File: config.mk
export PLATFORM = sky130hd
export DESIGN_NAME = input_port_unit
export DESIGN_NICKNAME = d
export VERILOG_FILES = /design/src/rtl/noc_pkg.sv /design/src/rtl/flit_fifo.sv /design/src/rtl/input_port_unit.sv
export SDC_FILE = /design/constraint.sdc
export NUM_CORES = 1
export LEC_CHECK = 0
export BUFFER_PORTS_ARGS = -buffer_cell sky130_fd_sc_hd__clkbuf_2
export CAP_MARGIN = 30
export CELL_PAD_IN_SITES_DETAIL_PLACEMENT = 1
export CELL_PAD_IN_SITES_GLOBAL_PLACEMENT = 1
export CORE_MARGIN = 1.5
export CORE_UTILIZATION = 51
export CTS_BUF_LIST = sky130_fd_sc_hd__clkbuf_2 sky130_fd_sc_hd__clkbuf_4 sky130_fd_sc_hd__clkbuf_8
export CTS_CLUSTER_SIZE = 10
export DETAILED_ROUTE_END_ITERATION = 10
export PLACE_DENSITY_LB_ADDON = 0.1
export SYNTH_ARGS = -nofsm -noshare
export SYNTH_HDL_FRONTEND = slang
export SYNTH_HIERARCHICAL = 1
export SYNTH_SLANG_ARGS = --single-unit
export TNS_END_PERCENT = 20
File: constraint.sdc
create_clock -name clk -period 3.1 [get_ports clk]
set_input_delay 0.155 -clock clk [delete_from_list [all_inputs] [get_ports clk]]
set_output_delay 0.155 -clock clk [all_outputs]
set_load 0.02 [all_outputs]
File: src/rtl/noc_pkg.sv
// Shared definitions for the mesh router: output port IDs, flit destination
// field layout, input-port FSM states and the XY routing rule.
package noc_pkg;

   localparam logic [2:0] PORT_LOCAL = 3'd0;
   localparam logic [2:0] PORT_WEST  = 3'd1;
   localparam logic [2:0] PORT_NORTH = 3'd2;
   localparam logic [2:0] PORT_EAST  = 3'd3;
   localparam logic [2:0] PORT_SOUTH = 3'd4;

   // Destination fields are counted down from the flit MSB: x first, then y.
   localparam int DEST_FIELD_W   = 2;
   localparam int DEST_X_MSB_OFS = 0;
   localparam int DEST_Y_MSB_OFS = 2;

   typedef enum logic [1:0] {
      ST_IDLE    = 2'd0,
      ST_ACTIVE  = 2'd1,
      ST_RELEASE = 2'd2
   } ipu_state_e;

   function automatic logic [2:0] xy_route(input logic [1:0] dx, input logic [1:0] dy,
                                           input logic [1:0] rx, input logic [1:0] ry);
      logic [2:0] port;
      if (dx > rx)      port = PORT_EAST;
      else if (dx < rx) port = PORT_WEST;
      else if (dy < ry) port = PORT_NORTH;
      else if (dy > ry) port = PORT_SOUTH;
      else              port = PORT_LOCAL;
      return port;
   endfunction

endpackage

File: src/rtl/flit_fifo.sv
// First-word fall-through flit buffer; the caller guarantees no push when
// full and no pop when empty. Also exposes the entry behind the head.
module flit_fifo #(
   parameter  int FLIT_WIDTH = 16,
   parameter  int FIFO_DEPTH = 4,
   localparam int PW         = $clog2(FIFO_DEPTH),
   localparam int CW         = $clog2(FIFO_DEPTH + 1)
) (
   input  logic                  clk,
   input  logic                  rst,
   input  logic                  push,
   input  logic [FLIT_WIDTH-1:0] push_flit,
   input  logic                  pop,
   output logic [FLIT_WIDTH-1:0] head_flit,
   output logic [FLIT_WIDTH-1:0] second_flit,
   output logic [CW-1:0]         count,
   output logic                  full,
   output logic                  empty
);

   logic [FLIT_WIDTH-1:0] mem [FIFO_DEPTH];
   logic [PW-1:0]         rd_ptr;
   logic [PW-1:0]         wr_ptr;

   always_ff @(posedge clk) begin
      if (push) mem[wr_ptr] <= push_flit;
   end

   always_ff @(posedge clk or negedge rst) begin
      if (!rst) begin
         rd_ptr <= '0;
         wr_ptr <= '0;
         count  <= '0;
      end else begin
         if (push) wr_ptr <= wr_ptr + PW'(1);
         if (pop)  rd_ptr <= rd_ptr + PW'(1);
         case ({push, pop})
            2'b10:   count <= count + CW'(1);
            2'b01:   count <= count - CW'(1);
            default: count <= count;
         endcase
      end
   end

   assign full        = (count == CW'(FIFO_DEPTH));
   assign empty       = (count == '0);
   assign head_flit   = empty ? '0 : mem[rd_ptr];
   assign second_flit = mem[rd_ptr + PW'(1)];

endmodule

File: src/rtl/input_port_unit.sv
// Router input port: buffers flits, computes the XY route of the head and
// holds a request to the switch allocators while same-route flits stream out.
module input_port_unit import noc_pkg::*; #(
   parameter int         FLIT_WIDTH = 16,
   parameter int         FIFO_DEPTH = 4,
   parameter logic [1:0] ROUTER_X   = 2'd0,
   parameter logic [1:0] ROUTER_Y   = 2'd0
) (
   input  logic                  clk,
   input  logic                  rst,
   input  logic [FLIT_WIDTH-1:0] in_flit,
   input  logic                  in_valid,
   output logic                  in_ready,
   output logic                  req_port,
   output logic [2:0]            rout_port,
   input  logic [4:0]            grant_in,
   output logic [FLIT_WIDTH-1:0] out_flit,
   output logic                  out_valid,
   output ipu_state_e            state_dbg
);

   localparam int CW = $clog2(FIFO_DEPTH + 1);

   ipu_state_e            state;
   logic [2:0]            route_q;
   logic                  push;
   logic                  transfer;
   logic                  full;
   logic                  empty;
   logic [CW-1:0]         count;
   logic [FLIT_WIDTH-1:0] second_flit;
   logic [FLIT_WIDTH-1:0] next_flit;
   logic                  next_avail;
   logic [2:0]            head_route;
   logic [2:0]            next_route;

   assign in_ready  = !full;
   assign push      = in_valid && !full;
   assign transfer  = (state == ST_ACTIVE) && grant_in[route_q] && !empty;
   assign out_valid = transfer;
   assign rout_port = route_q;
   assign state_dbg = state;

   flit_fifo #(
      .FLIT_WIDTH (FLIT_WIDTH),
      .FIFO_DEPTH (FIFO_DEPTH)
   ) u_fifo (
      .clk         (clk),
      .rst         (rst),
      .push        (push),
      .push_flit   (in_flit),
      .pop         (transfer),
      .head_flit   (out_flit),
      .second_flit (second_flit),
      .count       (count),
      .full        (full),
      .empty       (empty)
   );

   // After a pop the new head is the second entry, or the flit pushed in the
   // same cycle when only one flit was held.
   assign next_avail = (count >= CW'(2)) || push;
   assign next_flit  = (count >= CW'(2)) ? second_flit : in_flit;

   assign head_route = xy_route(out_flit[FLIT_WIDTH-1-DEST_X_MSB_OFS -: DEST_FIELD_W],
                                out_flit[FLIT_WIDTH-1-DEST_Y_MSB_OFS -: DEST_FIELD_W],
                                ROUTER_X, ROUTER_Y);
   assign next_route = xy_route(next_flit[FLIT_WIDTH-1-DEST_X_MSB_OFS -: DEST_FIELD_W],
                                next_flit[FLIT_WIDTH-1-DEST_Y_MSB_OFS -: DEST_FIELD_W],
                                ROUTER_X, ROUTER_Y);

   always_ff @(posedge clk or negedge rst) begin
      if (!rst) begin
         state    <= ST_IDLE;
         route_q  <= PORT_LOCAL;
         req_port <= 1'b0;
      end else begin
         case (state)
            ST_IDLE: begin
               if (!empty) begin
                  state    <= ST_ACTIVE;
                  route_q  <= head_route;
                  req_port <= 1'b1;
               end
            end
            ST_ACTIVE: begin
               if (transfer && !(next_avail && next_route == route_q)) begin
                  state    <= ST_RELEASE;
                  req_port <= 1'b0;
               end
            end
            ST_RELEASE: begin
               // One cycle with the request low lets the allocator free the output.
               if (!empty) begin
                  state    <= ST_ACTIVE;
                  route_q  <= head_route;
                  req_port <= 1'b1;
               end else begin
                  state    <= ST_IDLE;
               end
            end
            default: begin
               state    <= ST_IDLE;
               req_port <= 1'b0;
            end
         endcase
      end
   end

endmodule

==> results of run 1 <==
[layout make-up]
| class | instances | area share (%) |
|---|---|---|
| well taps | 77 | 2.54 |
| clock buffers | 9 | 3.27 |
| flip-flops and latches | 76 | 58.7 |
| repair buffers | 54 | 7.80 |
| multi-input cells | 86 | 25.3 |
| inverters | 9 | 0.892 |
| clock inverters | 7 | 1.52 |
[timing repair]
item / CTS / global route
endpoints found under the setup margin: 0 / 0
hold buffers: 1 / 0
hold endpoints to repair: 12 / 0
[worst max-delay path, cell delays in order (launching register included)]
cell and delay (ps):
dfrtp_1 590, buf_4 310, mux4_1 570, nor2b_1 140, clkbuf_2 160
[per-stage QoR]
stage,total power (W),instances
after floorplan,0.00277,181
after global placement,0.00311,301
after detailed placement,0.00322,301
after CTS,0.00392,318
after global routing,0.00410,318
final,0.00387,318
[metal layers]
| metal | GRT usage, % | wire length [um] | up-vias |
|---|---|---|---|
| met3 | 4.15 | 202 | 10 |
| met5 | 0 | 0 | - |
| li1 | - | - | 808 |
| met2 | 34.2 | 3360 | 37 |
| met4 | 8.94 | 112 | 0 |
| met1 | 26.1 | 2790 | 927 |
[cell usage in the layout (no fill, tap or decap)]
cell type	instances
mux4_2	12
o211ai_1	1
xor2_1	4
ha_1	5
nand2b_1	1
and3_1	1
nor4bb_1	1
clkbuf_2	45
inv_6	4
edfxtp_1	64
mux2i_1	2
xnor2_1	3
nand2_1	3
nor3_2	2
nand3b_1	1
dfrtp_1	12
mux4_1	8
a21oi_1	1
clkbuf_8	9
o31ai_1	1
and2_1	4
a211oi_2	1
o21a_1	1
nor2_1	8
clkinvlp_4	3
buf_4	8
o21ai_0	3
fa_1	1
nor2b_1	17
dlygate4sd3_1	1
o31a_1	1
a211oi_1	1
or4_1	2
inv_1	9
nor3_1	1
[report_power, final]
part / total (W) / switching, W / internal (W)
clock: 0.000705 / 0.000404 / 0.000301
combinational: 0.00161 / 0.000916 / 0.000698
sequential: 0.00155 / 0.000177 / 0.00137
[registers in the layout, summed over array words and instances (netlist names)]
name and flops:
u_fifo/mem 64, u_fifo/wr_ptr 2, rout_port 2, u_fifo/rd_ptr 2, u_fifo/count 3, state_dbg 2, req_port 1
[how the worst max path moves through the flow]
stage	end	slack, ps	depth (start not counted)
final	out_flit[4]	810	4
after CTS	u_fifo/count[2]$_DFFE_PN0P_	750	10
after detailed placement	u_fifo/count[2]$_DFFE_PN0P_	770	10
after floorplan	u_fifo/count[2]$_DFFE_PN0P_	770	11
after global routing	u_fifo/count[2]$_DFFE_PN0P_	500	10
after global placement	u_fifo/count[2]$_DFFE_PN0P_	910	10
==> summary.txt, run 1 <==
Min-Delay Endpoint: u_fifo/mem[0][8]$_DFFE_PP_
Crit Path Category: register to output pin
DRC Markers: 0
Area delta synth->final: 14.2%
Largest net degree at the start of global routing: 19
Placed cell areas: 3600 sq um
Clock skew: 9.40 ps
Routed WL: 6.46 mm
Final Core Density: 60.0%
Tmin final: 2290 ps
Via density: 5.60
Critical Path Source: u_fifo/rd_ptr[0]$_DFFE_PN0P_
Drt wl/cell: 20.3 um
Required time of the worst setup path: 2940 ps
Hold Crit Depth: 1
WP data arrival: 2140 ps
Layout cells sized above 1: 34.9%
Detail Route Antenna Nets: 0
Die area: 7000 sq um
Fillers: 600
PortBufs: 45
Final #Nets: 266
Netlist Area Pre-Place: 3320 sq um
Mapped Cells: 181
# IOs: 48
Status: completed
Slew @ Worst Pin: 530 ps
Slew margin rel.: 64.6%
Row Count: 29
H-tree depth: 3
Total global routing overflow: 0
Die width: 83.6 um
Leak: 1.44 nW
Worst r2r path cells: 10
Highest Clock Rate: 436 MHz
Max_cap viols: 0
Synth warn: 6
Min-Delay Path Class: primary input to register
Max clock buf depth: 2
Core ar.: 6310 sq um
Initial antenna violation count: 0
PnR worst setup slack: 807 ps
Final HPWL DP: 4.40 mm
Post-Layout Inst Area: 3790 sq um
Syn Nets: 211
Starting Density: 52.5%
Vias in the first global route: 1968
Fin Setup TNS: 0 ps
Critical Path Sink Type: output pin
# resized after CTS: 0
CP Max Fanout: 12
Fin. max-slew vios: 0
Cts bufs inserted: 9
TritonCTS clock tree: done
Pre-Repair DR Iteration Count: 4
Clk slew on worst S/H paths: 90 ps
# setup viols final: 0
Setup slack at placement: 766 ps
Clock Sink Count: 76
Initial DRC count: 109
Critical Path Source Type: register
Worst-skew pair later-pin latency: 360 ps
Area occupied by multi-input gates: 958 sq um
GRT Total Usage: 20.4%
Pwr/cell area: 1020 nW/um^2
R2r endpoint: u_fifo/count[2]$_DFFE_PN0P_
Period utilization: 74.0%
Clk root buf: clkbuf_8
Placer's final routability congestion estimate: 0.736
Fin Hold WS: 7.97 ps
Flop2flop setup slack: 810 ps
Hold_sp: in_flit[8]
VDD IR max: 0.000505 V
First-pass GRT wire length: 10.5 mm
Via count: 1782
RSZ-0062 raised after global routing: false
Mapped Avg Cell Area: 18.3 sq um
FF-to-FF Start: u_fifo/count[1]$_DFFE_PN0P_
Post-CTS Setup Bufs: 0
Sequential Area: 2220 sq um
Chip height: 83.6 um
Number of diodes: 0
Final Hold Fails: 0
Power figures use the tool's default switching activity.
==> run 2: changes to the inputs <==
--- a/config.mk
+++ b/config.mk
@@ -10,7 +10,7 @@
 export CELL_PAD_IN_SITES_DETAIL_PLACEMENT = 1
 export CELL_PAD_IN_SITES_GLOBAL_PLACEMENT = 1
 export CORE_MARGIN = 1.5
-export CORE_UTILIZATION = 51
+export CORE_UTILIZATION = 46
 export CTS_BUF_LIST = sky130_fd_sc_hd__clkbuf_2 sky130_fd_sc_hd__clkbuf_4 sky130_fd_sc_hd__clkbuf_8
 export CTS_CLUSTER_SIZE = 10
 export DETAILED_ROUTE_END_ITERATION = 10
==> constraint.sdc (replaced) <==
create_clock -name clk -period 2.1 [get_ports clk]
set_input_delay 0.105 -clock clk [delete_from_list [all_inputs] [get_ports clk]]
set_output_delay 0.105 -clock clk [all_outputs]
set_load 0.02 [all_outputs]
==> run 2 against run 1 <==
  * Clock-buffer cell count unchanged
  * Worst setup slack got worse by 710 ps
  * Non-clock buffer count rose by 23
  * Clock skew about the same
  * Power up 57%
  * Critical path depth up 1
  * Cell count rose by 13%
  * Die area is 10% higher
  * Clock power is 59% higher
  * Routed wire length up 8.6%
  * Largest cell class unchanged
  * Largest power group unchanged
==> summary.txt, run 2 (synthesized netlist as in run 1, its figures left out) <==
Fin Setup TNS: 0 ps (unchanged)
Critical Path Source: u_fifo/rd_ptr[1]$_DFFE_PN0P_ (was u_fifo/rd_ptr[0]$_DFFE_PN0P_)
Final Core Density: 59.8% (was 60.0%)
Starting Density: 48.3% (was 52.5%)
Pre-Repair DR Iteration Count: 4 (unchanged)
Highest Clock Rate: 500 MHz
Leak: 1.57 nW (was 1.44 nW)
Total global routing overflow: 0 (unchanged)
Final #Nets: 289 (was 266)
Critical Path Sink Type: register (was output pin)
Row Count: 30 (was 29)
Worst-skew pair later-pin latency: 350 ps (was 360 ps)
Crit path cell chain: mux4_1, o31a_1, nor3_2, a211oi_2, a211oi_1 (was buf_4, mux4_1, nor2b_1, clkbuf_2)
Worst r2r path cells: 5 (was 10)
Net Switching: 0.00227 W (was 0.00150 W)
Initial antenna violation count: 0 (unchanged)
Gate power share: 44.1% (was 41.7%)
Period utilization: 95.2%
Routed WL: 7.02 mm (was 6.46 mm)
Initial DRC count: 87 (was 109)
Setup slack at placement: -7.69 ps (was 766 ps)
Sequential power share: 37.5% (was 40.1%)
GRT Total Usage: 20.3% (was 20.4%)
Slew @ Worst Pin: 331 ps (was 530 ps)
Fin. max-slew vios: 0 (unchanged)
Final Hold Fails: 0 (unchanged)
H-tree depth: 3 (unchanged)
TritonCTS clock tree: done (unchanged)
Commonest non-fill, non-tap cells in the layout: edfxtp_1, clkbuf_2, nor2b_1 (unchanged)
Clk slew on worst S/H paths: 80 ps (was 90 ps)
Drt wl/cell: 19.5 um (was 20.3 um)
Sw frac: 37.2% (was 38.7%)
Max_cap viols: 0 (unchanged)
# IOs: 48 (unchanged)
PortBufs: 45 (unchanged)
FF-to-FF Start: u_fifo/rd_ptr[1]$_DFFE_PN0P_ (was u_fifo/count[1]$_DFFE_PN0P_)
Tot Pwr: 0.00609 W (was 0.00387 W)
Largest register FFs: 64 (unchanged)
Core ar.: 6870 sq um (was 6310 sq um)
Area delta synth->final: 23.8% (was 14.2%)
Worst path max stage delay: 600 ps (was 590 ps)
Placer's final routability congestion estimate: 0.765 (was 0.736)
Min-Delay Path Class: primary input to register (unchanged)
Slew margin rel.: 77.8% (was 64.6%)
Chip height: 87.9 um (was 83.6 um)
PnR worst setup slack: 100 ps (was 807 ps)
CP Max Fanout: 4 (was 12)
Number of diodes: 0 (unchanged)
Max clock buf depth: 2 (unchanged)
Top Registers: u_fifo/mem: 64 flops, u_fifo/count: 3 flops (unchanged)
Hold Crit Depth: 1 (unchanged)
Crit Path Category: register to register (was register to output pin)
Critical Path Source Type: register (unchanged)
Status: completed (unchanged)
Vias in the first global route: 2086 (was 1968)
Required time of the worst setup path: 2350 ps (was 2940 ps)
Clock power frac: 18.4% (was 18.2%)
VDD IR max: 0.000654 V (was 0.000505 V)
Tmin final: 2000 ps
Pwr/cell area: 1480 nW/um^2 (was 1020 nW/um^2)
Via count: 1868 (was 1782)
Biggest register: u_fifo/mem (unchanged)
Layout cells sized above 1: 38.3% (was 34.9%)
Largest net degree at the start of global routing: 19 (unchanged)
WP data arrival: 2250 ps (was 2140 ps)
Clk root buf: clkbuf_8 (unchanged)
Die width: 87.9 um (was 83.6 um)
DRC Markers: 0 (unchanged)
Detail Route Antenna Nets: 0 (unchanged)
Final HPWL DP: 4.70 mm (was 4.40 mm)
Critical path's slowest cell: mux4_1 (was dfrtp_1)
First-pass GRT wire length: 11.2 mm (was 10.5 mm)
Via density: 5.19 (was 5.60)
# setup viols final: 0 (unchanged)
Commonest non-fill, non-tap cell in the layout: edfxtp_1 (unchanged)
Clock Sink Count: 76 (unchanged)
Hold_sp: in_flit[15] (was in_flit[8])
Clock skew: 9.09 ps (was 9.40 ps)
Pint: 0.00382 W (was 0.00237 W)
Die area: 7730 sq um (was 7000 sq um)
Cts bufs inserted: 9 (unchanged)
-- run 2: cell type report --
| class | instances | area, sq um |
|---|---|---|
| Clock buffer | 9 | 124 |
| Inverter | 9 | 33.8 |
| Tap cell | 96 | 120 |
| Sequential cell | 76 | 2230 |
| Multi-Input combinational cell | 86 | 970 |
| Clock inverter | 7 | 76.3 |
| Timing Repair Buffer | 77 | 554 |
| Fill cell | 649 | 2760 |
-- run 2: final timing paths --
path / end / slack [ps]
hold reg to reg: req_port$_DFFE_PN0P_ / 500
max in group asynchronous: u_fifo/rd_ptr[1]$_DFFE_PN0P_ / 1650
setup reg to reg: req_port$_DFFE_PN0P_ / 100
setup / recovery: req_port$_DFFE_PN0P_ / 100
min in group asynchronous: u_fifo/wr_ptr[0]$_DFFE_PN0P_ / 180
hold / removal: u_fifo/mem[1][15]$_DFFE_PP_ / 20
-- run 2: per-stage QoR --
stage          std cells  hold slack [ps]  instance area [sq um]
5_1_grt              360             26.6                   4110
2_1_floorplan        181             -191                   3330
6_report             360             21.8                   4110
4_1_cts              353             5.56                   4050
3_3_place_gp         323             6.43                   3700
3_5_place_dp         323             17.6                   3700
-- run 2: timing repair --
| action | CTS | global route |
|---|---|---|
| buffers inserted | 0 | 7 |
| pin swaps | 0 | 1 |
| setup endpoints to repair | 5 | 4 |
| endpoints found under the hold margin | 64 | 0 |
| hold buffers | 14 | 0 |
| gates resized for setup | 3 | 5 |
-- run 2: worst max-delay path, delay by kind of cell, from the launching register on --
kind            cells  cell delay (ps)
mux                 1              600
simple gates        1              180
flops               1              420
compound gates      3              690
-- run 2: per-layer routing --
layer  vias to the layer above  track usage, %  part of all wire (%)
li1                        850               -                     -
met1                       958            25.3                    41
met4                         0            9.96                   2.3
met5                         -               0                     0
met3                        12            3.11                   2.9
met2                        48            34.8                    53
-- run 2: power by group through the flow --
stage | clock (W) | sequential [W] | combinational [W]
final | 0.00112 | 0.00228 | 0.00269
after global placement | 0 | 0.00225 | 0.00246
after detailed placement | 0 | 0.00231 | 0.00259
after CTS | 0.00116 | 0.00229 | 0.00262
after global routing | 0.00120 | 0.00233 | 0.00293
after floorplan | 0 | 0.00226 | 0.00186
==> run 3: changes to the inputs <==
==> constraint.sdc (replaced) <==
create_clock -name clk -period 2.1 [get_ports clk]
set_input_delay 0.105 -clock clk [delete_from_list [all_inputs] [get_ports clk]]
set_output_delay 0.105 -clock clk [all_outputs]
set_load 0.05 [all_outputs]
==> run 3 against run 2 <==
  * Core utilization is 0.40 points lower
  * Worst hold slack worse by 7.2 ps
  * Sequential share of layout area is 0.40 points higher
  * Die area stayed put
  * Global-route usage is 1.9 points lower
  * First-iteration DRC count is 6.9% higher
  * Design area is 0.67% lower
  * Via count is 3.3% lower
  * Maximum frequency is 1.4% lower
==> summary.txt, run 3 (synthesized netlist as in run 1, its figures left out) <==
Status: completed (unchanged)
CP Max Fanout: 7 (was 4)
Highest Clock Rate: 493 MHz (was 500 MHz)
Slew @ Worst Pin: 382 ps (was 331 ps)
Drt wl/cell: 18.1 um (was 19.5 um)
Fin Setup TNS: 0 ps (unchanged)
Final HPWL DP: 4.25 mm (was 4.70 mm)
Vias in the first global route: 2028 (was 2086)
Number of diodes: 0 (unchanged)
Fin. max-slew vios: 0 (unchanged)
Clk root buf: clkbuf_8 (unchanged)
Crit Path Category: register to output pin (was register to register)
Starting Density: 48.3% (unchanged)
Total global routing overflow: 0 (unchanged)
Min-Delay Path Class: primary input to register (unchanged)
Period utilization: 96.6% (was 95.2%)
TritonCTS clock tree: done (unchanged)
Via count: 1806 (was 1868)
# IOs: 48 (unchanged)
Slew margin rel.: 74.2% (was 77.8%)
Initial antenna violation count: 0 (unchanged)
Flop2flop setup slack: 80 ps (was 100 ps)
Tmin final: 2030 ps (was 2000 ps)
Worst-skew pair later-pin latency: 340 ps (was 350 ps)
Clock skew: 7.73 ps (was 9.09 ps)
Row Count: 30 (unchanged)
GRT Total Usage: 18.5% (was 20.3%)
Clk slew on worst S/H paths: 70 ps (was 80 ps)
Largest net degree at the start of global routing: 19 (unchanged)
Die width: 87.9 um (unchanged)
Top Registers: u_fifo/mem: 64 flops, u_fifo/count: 3 flops (unchanged)
Clock Sink Count: 76 (unchanged)
RSZ-0062 raised after global routing: true
Biggest register: u_fifo/mem (unchanged)
H-tree depth: 3 (unchanged)
Area delta synth->final: 23.0% (was 23.8%)
Final #Nets: 283 (was 289)
Commonest non-fill, non-tap cells in the layout: edfxtp_1, clkbuf_2, nor2b_1 (unchanged)
Critical Path Sink Type: output pin (was register)
Required time of the worst setup path: 2000 ps (was 2350 ps)
Die area: 7730 sq um (unchanged)
Pre-Repair DR Iteration Count: 5 (was 4)
Initial DRC count: 93 (was 87)
Layout cells sized above 1: 37.7% (was 38.3%)
Via density: 5.12 (was 5.19)
Largest register FFs: 64 (unchanged)
Cts bufs inserted: 9 (unchanged)
Critical Path Source Type: register (unchanged)
First-pass GRT wire length: 10.2 mm (was 11.2 mm)
Core ar.: 6870 sq um (unchanged)
Final Hold Fails: 0 (unchanged)
Fillers: 634 (was 649)
Max clock buf depth: 2 (unchanged)
WP data arrival: 1920 ps (was 2250 ps)
DRC Markers: 0 (unchanged)
Routed WL: 6.37 mm (was 7.02 mm)
Commonest non-fill, non-tap cell in the layout: edfxtp_1 (unchanged)
Chip height: 87.9 um (unchanged)
Placer's final routability congestion estimate: 0.739 (was 0.765)
PortBufs: 45 (unchanged)
Detail Route Antenna Nets: 0 (unchanged)
# setup viols final: 0 (unchanged)
Max_cap viols: 0 (unchanged)
[run 3: changes by cell type in the layout (fill, tap and decap cells not counted), sizes merged]
cell,before,now
buf,18,14
clkbuf,54,53
clkinv,5,3
clkinvlp,0,2
inv,10,8
[run 3: worst max-delay path, stage by stage, from the launching register on]
cell      delay [ps]
dfrtp_1          430
buf_4            200
mux4_1           550
nor2b_1          170
clkbuf_2         250
[run 3: timing repair]
action / in CTS / in global routing
setup endpoints to repair: 6 / 5
pin swaps: 0 / 2
hold endpoints to repair: 61 / 0
hold buffers: 14 / 0
gates resized for setup: 1 / 11
setup buffers: 0 / 1
[run 3: worst paths after layout]
check	from	cells past startpoint	end
max reg2reg	rout_port[2]$_DFFE_PN0P_	10	u_fifo/count[2]$_DFFE_PN0P_
max in group asynchronous	rst	2	u_fifo/count[0]$_DFFE_PN0P_
max	u_fifo/rd_ptr[1]$_DFFE_PN0P_	4	out_flit[15]
min	in_flit[12]	1	u_fifo/mem[0][12]$_DFFE_PP_
min reg2reg	state_dbg[1]$_DFFE_PN0P_	1	req_port$_DFFE_PN0P_
min in group asynchronous	rst	2	state_dbg[1]$_DFFE_PN0P_
[run 3: metrics by stage]
step	setup WS (ps)	hold slack [ps]	utilization, %	cell area, sq um	cells
floorplan	-246	-191	-	3350	181
global placement	141	5.69	54.3	3730	323
detailed placement	47.1	15.0	54.3	3730	323
CTS	32.9	9.74	59.1	4060	352
global route	-18.0	17.4	59.4	4080	353
finish	72.2	14.7	59.4	4080	353
[run 3: layer usage]
metal	track usage, %	vias up	wire length, um
met1	22.9	914	2710
met5	0	-	0
met2	31.4	43	3340
li1	-	840	-
met3	3.77	9	227
met4	8.37	0	98
[run 3: final cells by class]
class | count | area (sq um) | share of cell area (%)
Timing Repair Buffer | 71 | 522 | 12.8
Tap cell | 96 | 120 | 2.94
Sequential cell | 76 | 2230 | 54.7
Inverter | 9 | 37.5 | 0.920
Clock buffer | 10 | 131 | 3.22
Clock inverter | 5 | 53.8 | 1.32
Multi-Input combinational cell | 86 | 985 | 24.1
Power of run 3 is not shown: default switching activity piles up to over one toggle a cycle in this logic, so the estimate is an artifact.
